File: src/rtl/vr_ni_pkg.sv
// Shared definitions for the VC flit injector.
// Contents:
//   state_t    - transmitter FSM states (IDLE, SEND)
//   DEF_*      - field layout of the default flit configuration
//   pack_flit  - assembles {vc, dest, payload} for any field widths
`ifndef FLIT_DATA_WIDTH
`define FLIT_DATA_WIDTH 32
`endif

package vr_ni_pkg;

    typedef enum logic {
        IDLE = 1'b0,
        SEND = 1'b1
    } state_t;

    // Widest flit pack_flit can assemble; callers truncate to their FLIT_W.
    localparam int PACK_MAX_W = 128;

    // Field offsets of the default layout (NUM_VC=4, ROUTER_ID_BITS=4).
    localparam int DEF_FLIT_W      = `FLIT_DATA_WIDTH;
    localparam int DEF_VC_BITS     = 2;
    localparam int DEF_ID_BITS     = 4;
    localparam int DEF_PAYLOAD_LSB = 0;
    localparam int DEF_DEST_LSB    = DEF_FLIT_W - DEF_VC_BITS - DEF_ID_BITS;
    localparam int DEF_VC_LSB      = DEF_FLIT_W - DEF_VC_BITS;

    // The payload occupies [dest_lsb-1:0], dest sits above it and vc on top.
    function automatic logic [PACK_MAX_W-1:0] pack_flit(
        input logic [PACK_MAX_W-1:0] vc,
        input logic [PACK_MAX_W-1:0] dest,
        input logic [PACK_MAX_W-1:0] payload,
        input int unsigned           dest_lsb,
        input int unsigned           vc_lsb
    );
        logic [PACK_MAX_W-1:0] mask;
        mask = (PACK_MAX_W'(1) << dest_lsb) - PACK_MAX_W'(1);
        return (vc << vc_lsb) | (dest << dest_lsb) | (payload & mask);
    endfunction

endpackage

File: src/rtl/vc_credit_counter.sv
// Credit counter for one downstream VC buffer.
// Ports:
//   clk, reset_n - clock, asynchronous active-low reset (count -> BUF_DEPTH)
//   inc          - one credit returned by the router this cycle
//   dec          - one flit sent on this VC this cycle (only issued when count > 0)
//   count        - credits currently available
//   overflow     - sticky; set when a credit arrives while already full with no send
module vc_credit_counter #(
    parameter int BUF_DEPTH   = 4,
    parameter int CREDIT_BITS = $clog2(BUF_DEPTH + 1)
) (
    input  logic                   clk,
    input  logic                   reset_n,
    input  logic                   inc,
    input  logic                   dec,
    output logic [CREDIT_BITS-1:0] count,
    output logic                   overflow
);

    localparam logic [CREDIT_BITS-1:0] FULL = CREDIT_BITS'(BUF_DEPTH);

    // Simultaneous return and send cancel; otherwise step and clamp to [0, FULL].
    function automatic logic [CREDIT_BITS-1:0] sat_next(
        input logic [CREDIT_BITS-1:0] cur,
        input logic                   up,
        input logic                   down
    );
        logic [CREDIT_BITS-1:0] nxt;
        nxt = cur;
        if (up && !down) begin
            if (cur != FULL) nxt = cur + 1'b1;
        end else if (down && !up) begin
            if (cur != '0) nxt = cur - 1'b1;
        end
        return nxt;
    endfunction

    always_ff @(posedge clk or negedge reset_n) begin
        if (!reset_n) begin
            count    <= FULL;
            overflow <= 1'b0;
        end else begin
            count <= sat_next(count, inc, dec);
            if (inc && !dec && (count == FULL)) overflow <= 1'b1;
        end
    end

endmodule

File: src/rtl/vc_flit_injector.sv
// Network-interface transmitter feeding one router input port.
// Accepts payload beats, binds each packet to a downstream VC picked
// round-robin among VCs with credit, and emits one flit per accepted beat,
// only while the bound VC holds credit.
// Ports:
//   clk, reset_n      - clock, asynchronous active-low reset
//   in_valid/in_ready - source beat handshake
//   in_dest           - destination router, sampled on a packet's first beat
//   in_payload        - beat payload
//   in_last           - final beat of the packet
//   out_data          - flit {vc, dest, payload} to the router input port
//   out_valid         - one-cycle pulse per flit, no backpressure
//   credit_increment  - per-VC credit returns from the router
//   credit_count      - credits per VC, VC v at [v*CREDIT_BITS +: CREDIT_BITS]
//   active_vc         - VC bound to the current packet
//   credit_overflow   - sticky; any VC received a credit while full
module vc_flit_injector
    import vr_ni_pkg::*;
#(
    parameter  int NUM_VC         = 4,
    parameter  int BUF_DEPTH      = 4,
    parameter  int ROUTER_ID_BITS = 4,
    parameter  int FLIT_W         = `FLIT_DATA_WIDTH,
    localparam int VC_BITS        = $clog2(NUM_VC),
    localparam int CREDIT_BITS    = $clog2(BUF_DEPTH + 1),
    localparam int PAYLOAD_W      = FLIT_W - VC_BITS - ROUTER_ID_BITS
) (
    input  logic                          clk,
    input  logic                          reset_n,
    input  logic                          in_valid,
    output logic                          in_ready,
    input  logic [ROUTER_ID_BITS-1:0]     in_dest,
    input  logic [PAYLOAD_W-1:0]          in_payload,
    input  logic                          in_last,
    output logic [FLIT_W-1:0]             out_data,
    output logic                          out_valid,
    input  logic [NUM_VC-1:0]             credit_increment,
    output logic [NUM_VC*CREDIT_BITS-1:0] credit_count,
    output logic [VC_BITS-1:0]            active_vc,
    output logic                          credit_overflow
);

    localparam int DEST_LSB = PAYLOAD_W;
    localparam int VC_LSB   = FLIT_W - VC_BITS;

    state_t                    state, state_next;
    logic [VC_BITS-1:0]        rr_ptr;
    logic [ROUTER_ID_BITS-1:0] dest_q;
    logic                      accept;
    logic                      pick_found;
    logic [VC_BITS-1:0]        pick_vc;
    logic [CREDIT_BITS-1:0]    credit [NUM_VC];
    logic [NUM_VC-1:0]         has_credit;
    logic [NUM_VC-1:0]         send_dec;
    logic [NUM_VC-1:0]         ovf;
    logic                      vld_p1;
    logic [FLIT_W-1:0]         flit_p1;

    for (genvar v = 0; v < NUM_VC; v++) begin : g_vc
        vc_credit_counter #(
            .BUF_DEPTH   (BUF_DEPTH),
            .CREDIT_BITS (CREDIT_BITS)
        ) u_cnt (
            .clk      (clk),
            .reset_n  (reset_n),
            .inc      (credit_increment[v]),
            .dec      (send_dec[v]),
            .count    (credit[v]),
            .overflow (ovf[v])
        );
        assign has_credit[v] = (credit[v] != '0);
        assign send_dec[v]   = accept && (active_vc == VC_BITS'(v));
        assign credit_count[v*CREDIT_BITS +: CREDIT_BITS] = credit[v];
    end

    assign credit_overflow = |ovf;

    // Round-robin pick: first VC with credit starting just after the last one used.
    always_comb begin
        int                 idx;
        logic [VC_BITS-1:0] idx_v;
        pick_found = 1'b0;
        pick_vc    = '0;
        idx        = 0;
        idx_v      = '0;
        for (int i = 1; i <= NUM_VC; i++) begin
            idx   = (int'(rr_ptr) + i) % NUM_VC;
            idx_v = VC_BITS'(idx);
            if (!pick_found && has_credit[idx_v]) begin
                pick_found = 1'b1;
                pick_vc    = idx_v;
            end
        end
    end

    always_comb begin
        state_next = state;
        in_ready   = 1'b0;
        accept     = 1'b0;
        case (state)
            IDLE: begin
                if (in_valid && pick_found) state_next = SEND;
            end
            SEND: begin
                // Registered count only, so a credit returned at zero is usable next cycle.
                in_ready = (credit[active_vc] != '0);
                accept   = in_valid && in_ready;
                if (accept && in_last) state_next = IDLE;
            end
            default: state_next = IDLE;
        endcase
    end

    always_ff @(posedge clk or negedge reset_n) begin
        if (!reset_n) begin
            state     <= IDLE;
            rr_ptr    <= VC_BITS'(NUM_VC - 1);
            active_vc <= '0;
            dest_q    <= '0;
        end else begin
            state <= state_next;
            if ((state == IDLE) && in_valid && pick_found) begin
                active_vc <= pick_vc;
                dest_q    <= in_dest;
            end
            if (accept && in_last) rr_ptr <= active_vc;
        end
    end

    // Stage p0 -> p1: accepted beat becomes the registered flit.
    always_ff @(posedge clk or negedge reset_n) begin
        if (!reset_n) begin
            vld_p1  <= 1'b0;
            flit_p1 <= '0;
        end else begin
            vld_p1  <= accept;
            flit_p1 <= accept ? FLIT_W'(pack_flit(PACK_MAX_W'(active_vc), PACK_MAX_W'(dest_q),
                                                  PACK_MAX_W'(in_payload), DEST_LSB, VC_LSB))
                              : '0;
        end
    end

    assign out_valid = vld_p1;
    assign out_data  = flit_p1;

endmodule

File: config.mk
export PLATFORM = sky130hd
export DESIGN_NAME = vc_flit_injector
export DESIGN_NICKNAME = d
export VERILOG_FILES = /design/src/rtl/vr_ni_pkg.sv /design/src/rtl/vc_credit_counter.sv /design/src/rtl/vc_flit_injector.sv
export SDC_FILE = /design/constraint.sdc
export NUM_CORES = 1
export LEC_CHECK = 0
export BUFFER_PORTS_ARGS = -buffer_cell sky130_fd_sc_hd__buf_2
export CAP_MARGIN = 20
export CORE_AREA = 4 4 65 97
export DETAILED_ROUTE_END_ITERATION = 16
export DIE_AREA = 0 0 69 101
export PLACE_DENSITY = 0.93
export SKIP_LAST_GASP = 1
export SYNTH_ARGS = -nofsm -noshare
export SYNTH_HDL_FRONTEND = slang
export SYNTH_HIERARCHICAL = 1
export SYNTH_SLANG_ARGS = --single-unit
File: constraint.sdc
create_clock -name clk -period 8.4 [get_ports clk]
set_input_delay 0.42 -clock clk [delete_from_list [all_inputs] [get_ports clk]]
set_output_delay 0.42 -clock clk [all_outputs]
set_load 0.005 [all_outputs]
Word level (Yosys, flattened, before mapping)
Index checks and enable logic that the tools add are counted.
Word-level totals
  flip-flop bits (word level): 58
  input bits: 38
  output and inout port bits: 49
  logic and storage cells: 146
Cells by class
  add/sub/neg operators: 12
  magnitude comparators: 5
  eq/ne operators: 15
  muxes and demuxes: 41
  bitwise logic cells: 4
  reduce and logical (&&, ||, !) cells: 55
Operators by type and width (number)
  two-way mux 3 bit: 18
  two-way mux 32 bit: 1
  bitwise OR 32 x 26 -> 32 bit: 1
  bitwise OR 32 x 30 -> 32 bit: 1
  logical AND 1 bit: 25
  nonzero test 2 bit: 8
  nonzero test 3 bit: 5
  adder 3 x 1 -> 3 bit (second input constant): 4
  equality test 3 bit (second input constant): 4
  less-than comparator 2 x 3 -> 1 bit (second input constant): 4
  two-way mux 1 bit: 12
  != test 3 bit (second input constant): 4
  AND reduction 3 bit: 4
  subtractor 3 x 1 -> 3 bit (second input constant): 4
  zero test 1 bit: 11
  binary-select mux 1 bit (select 2 bit): 4
  two-way mux 2 bit: 4
  != test 2 x 1 -> 1 bit (second input constant): 4
  binary-select mux 3 bit (select 2 bit): 1
  adder 2 x 1 -> 2 bit (second input constant): 2
  adder 2 bit (second input constant): 2
  equality test 2 bit (second input constant): 2
  OR reduction 4 bit: 1
  >= comparator 3 bit (second input constant): 1
  5 further kinds: 5

Depth between registers and ports, before layout
  depth after elaboration: 16
  mapped depth: 11
  mapped depth without buffers: 10

Cells and area by module
The synthesis kept the hierarchy.
Modules (own cells, without submodules)
  vc_flit_injector: times used 1, cells an instance 127, area each 1664.1 um^2
  vc_credit_counter: times used 4, cells an instance 31, area each 330.3 um^2

Least setup slack after synthesis
No wires, ideal clock.
  kind: register to register
  start: reg g_vc[3].u_cnt.count[2]
  end: reg g_vc[1].u_cnt.count[2]
  library setup time: 0.085 ns
  data arrival time: 2.698 ns
  setup slack: 5.617 ns
  cell stages (with the launch flop): 12
  path buffers: 1
  period minus slack after synthesis: 2.783 ns
  cell sequence: dfstp_2 -> nor3_2 -> mux4_2 -> nor2_4 -> and3_2 -> buf_4 -> and2b_2 -> xnor2_1 -> ha_1 -> nor4b_4 -> mux2i_1 -> o221ai_1
Between the ends
  longest elaborated chain between the ends: 11
Ends and longest elaborated chain
  from (decl): line vc_credit_counter.sv:16  | output logic [CREDIT_BITS-1:0] count,
  from (signal assigned): line vc_credit_counter.sv:43  | count <= sat_next(count, inc, dec);
  binary-select mux 3 bit (select 2 bit) (*): line vc_flit_injector.sv:106  | in_ready = (credit[active_vc] != '0);
  two-way mux 3 bit (not written as such) (*) (2 in a row): line vc_flit_injector.sv:106
  nonzero test 3 bit (*): line vc_flit_injector.sv:106
  logical AND 1 bit (*): line vc_flit_injector.sv:107  | accept = in_valid && in_ready;
  two-way mux 1 bit (*): line vc_flit_injector.sv:100  | case (state)
  logical AND 1 bit (*): line vc_flit_injector.sv:72  | assign send_dec[v] = accept && (active_vc == VC_BITS'(v));
  named net send_dec[1]: line vc_flit_injector.sv:54  | logic [NUM_VC-1:0] send_dec;
  zero test 1 bit: line vc_credit_counter.sv:30  | if (up && !down) begin
  logical AND 1 bit: line vc_credit_counter.sv:30
  != test 2 x 1 -> 1 bit (no line) / nonzero test 2 bit (equally long branches)
  AND reduction 3 bit (no line)
  to (signal assigned): line vc_credit_counter.sv:43
  to (decl): line vc_credit_counter.sv:16
The timed path passes the listed nets; every way through them passes the cells marked *. The select of a mux whose other input is x is not followed.
A chain may end at the register's enable or synchronous reset.

Worst setup path in the final report
  start: reg g_vc[1].u_cnt.count[2]
  end: reg g_vc[1].u_cnt.count[2]
Between the ends
  longest elaborated chain between the ends: 11
Ends and longest elaborated chain (line)
  binary-select mux 3 bit (select 2 bit) (*): vc_flit_injector.sv:106
  two-way mux 3 bit (not written as such) (*) (2 in a row): vc_flit_injector.sv:106
  nonzero test 3 bit (*): vc_flit_injector.sv:106
  logical AND 1 bit (*): vc_flit_injector.sv:107
  two-way mux 1 bit (*): vc_flit_injector.sv:100
  logical AND 1 bit (*): vc_flit_injector.sv:72
  named net send_dec[1]: vc_flit_injector.sv:54
  zero test 1 bit: vc_credit_counter.sv:30
  logical AND 1 bit: vc_credit_counter.sv:30
  != test 2 x 1 -> 1 bit (no line) / nonzero test 2 bit (equally long branches)
  AND reduction 3 bit (no line)
Marked as above.

==> results.toml <==
[clock_network]
cts_tree = "done"
h-tree-depth = 3
clock_latency_late_sink_ps = 340
post_cts_sizing = 0
cts_inserted_buffers = 9
post-cts-setup-buffers = 0
cts_max_path_buffers = 2
cts-root-buf = "clkbuf_8"
cts.sink_count = 58
ctsHoldBuffers = 0
clk_transition_reported_paths_ps = 70

[drt]
postRouteWirelength_um = 6550
route.vias.total = 2228
post-route-drc-count = 0
route.antenna.remaining_nets = 0
wl_per_cell_um = 16.1
drt_iter0_markers = 176
drt_pre_antenna_iters = 4
route.detailed.vias_per_inst = 5.49

[sta]
fin_hold_ws_ps = 212
setup_tns_ps = 0
hold_viol = 0
fin_crit_sh_pct = 40.8
grt_setup_unrepaired = "false"
setup_viol_count_final = 0
worst_clock_skew_ps = 9.69
post-route-min-period_ps = 3430
fmaxAchievable_mhz = 292
slew_headroom_pct = 52.9
report.final.slew_viol_count = 0
worstMarginPinSlew_ps = 707

[synth]
synth_commonest_cells = "52 x dfrtp_1, 21 x and2_1, 12 x xnor2_1, 11 x and2_2, 11 x buf_6"
synthCells = 251
post_synth_num_cell_types = 44
async_set_or_reset_flop_fraction_in_the_synthesized_netlist_pct = 100
yosys-mux-area-fraction_pct = 4.95
synth_compound_area_share_pct = 14.2
synth.yosys.seq_area_share_pct = 48.9
synth_top_area_cell = "dfrtp_1"
post_synth_edffs = 0
synth_adder_area_share_pct = 1.68
netlist.area_leader.share_pct = 43.6
ys.flop_type = "dfrtp_1"
yosys-top-cells-area = "dfrtp_1 44%, dfstp_2 5.3%, and2_1 4.4%, buf_6 4.1%, xnor2_1 3.5%"
yosys_register_bits = 58
post_synth_and_or_nand_nor_area_fraction_pct = 20.0
syn-cell-area_um2 = 2990
synth_top_family_by_area = "simple AND/OR/NAND/NOR gates"
mappedNetlistNets = 293
post_synth.cell_area_avg_um2 = 11.9
synthXorXnorAreaFrac_pct = 3.52
yosysWarningCount = 6
yosys.cell_count.top_type = "dfrtp_1"

[layout]
synthToLayoutAreaGrowth_pct = 18.7
num-fill-cells = 453
num-nets-final = 373
final-instance-count-excl-fill = 406
antenna_cells = 0
layout-drive-gt1-share_pct = 43.8

[global_routing]
grt_antenna_before_repair = 0
wire_length_of_the_first_global_routing_pass_um = 10900
maximum_number_of_pins_on_one_net_before_global_route_repair = 59
first_global_vias = 2249
grt.overflow.total = 0
track_usage_pct = 19.9

[floorplan]
die-height_um = 101
die_span_x_um = 69
floorplan.io_pins = 87
std_cell_rows = 33
initial_utilization_pct = 54.8
die-area_um2 = 6970
placeableCoreArea_um2 = 5450

[setup_path]
setup.reg_to_reg.worst_slack_ps = 4970
worstPathRequired_ps = 8640
cp_data_arrival_time_ps = 3670
cp_slowest_cell = "dfstp_2"
crit_path_start_kind = "flop"
cp_top_delay_family = "simple AND/OR/NAND/NOR gates"
crit_fanout = 33
worst-path-buf-inv = 0
critPathMaxStageDelay_ps = 670
reg2regPathDepth = 10
worst-setup-path-type = "reg -> reg"
worst_setup_path_end_kind = "flop"
crit_cells = 10
cp_cell_sequence = "nor3_2 > mux4_2 > nor2_4 > and3_2 > and2b_2 > xnor2_1 > ha_1 > o211ai_1 > o2111ai_1 > o221ai_1"

[run_status]
run_status = "completed"

[placement]
finalWeightedCongestion = 0.790
port_buffers = 86
dp_cells = 389
post-dp-hpwl_um = 4830

[hold_path]
min-delay-path-class = "in -> async"

[flow_run]
maxCapViolations = 0

[power]
leakagePower_nw = 1.64
power_per_cell_area_nw_per_um2 = 358
vdd_drop_max_mv = 0.189
[worst paths after layout]
kind	start	endpoint
worst max-delay path	g_vc[1].u_cnt/count[2]$_DFFE_PN1P_	g_vc[1].u_cnt/count[2]$_DFFE_PN1P_
worst min-delay path	reset_n	g_vc[3].u_cnt/count[0]$_DFFE_PN0P_
worst max register to register	g_vc[1].u_cnt/count[2]$_DFFE_PN1P_	g_vc[1].u_cnt/count[2]$_DFFE_PN1P_
worst min register to register	g_vc[2].u_cnt/overflow$_DFFE_PN0P_	g_vc[2].u_cnt/overflow$_DFFE_PN0P_
max in group asynchronous	reset_n	dest_q[1]$_DFFE_PN0P_
min in group clk	in_payload[15]	out_data[15]$_DFF_PN0_
[power by group]
group          internal (mW)  switching [mW]
combinational          0.257           0.229
sequential             0.388           0.135
clock                  0.139           0.121
[area by class of cell]
type / count / area [um^2] / area share, %
Sequential cell: 58 / 1460 / 41.2
Multi-Input combinational cell: 168 / 1330 / 37.4
Timing Repair Buffer: 89 / 450 / 12.7
Clock buffer: 9 / 124 / 3.49
Tap cell: 70 / 87.6 / 2.47
Clock inverter: 7 / 78.8 / 2.22
Inverter: 5 / 18.8 / 0.529
[placed cells by master (no fill, tap or decap), types with 3 or more instances in the layout]
cell,count
buf_2,86
dfrtp_1,52
and2_1,21
xnor2_1,12
and2_2,11
nand2_1,9
clkbuf_8,9
o21a_1,8
mux2i_1,8
nor3_1,7
nor2_1,6
a21oi_1,6
o2111ai_1,6
dfstp_2,6
inv_1,5
and2b_2,5
o2bb2ai_1,5
o21ai_0,4
mux2_2,4
nor3b_1,4
a221oi_1,4
o31ai_1,4
nor4b_4,4
o211ai_1,4
o221ai_1,4
a31o_2,4
ha_1,4
nor3_2,3
nor4_1,3
clkinvlp_4,3
[per-stage QoR]
step           power, mW  worst slack, ps  area (um^2)  utilization [%]
2_1_floorplan      0.886             5620         2990                -
3_3_place_gp       0.986             4980         3340             61.2
3_5_place_dp        1.02             4800         3340             61.2
4_1_cts             1.29             4790         3540             64.9
5_1_grt             1.36             4660         3540             65.0
6_report            1.27             4970         3540             65.0
[registers in the layout, summed over array words and instances (netlist names)]
register / cells
active_vc: 2
out_valid: 1
state: 1
rr_ptr: 2
out_data: 32
g_vc.u_cnt/count: 12
dest_q: 4
g_vc.u_cnt/overflow: 4
[cell families after synthesis]
kind of cell,count (synthesis)
simple gates,84
flops,58
compound gates,55
buf+inv,25
mux,13
xor+xnor,12
fa+ha+maj,4
[per-layer routing]
metal  up-vias  routed length, um  global-route usage [%]
li1       1065                  -                       -
met1      1078               2400                    20.9
met2        74               3680                    37.1
met3        11                323                    4.59
met4         0                146                    9.47
met5         -                  0                       0
No activity file was read; power rests on OpenSTA's default activity.
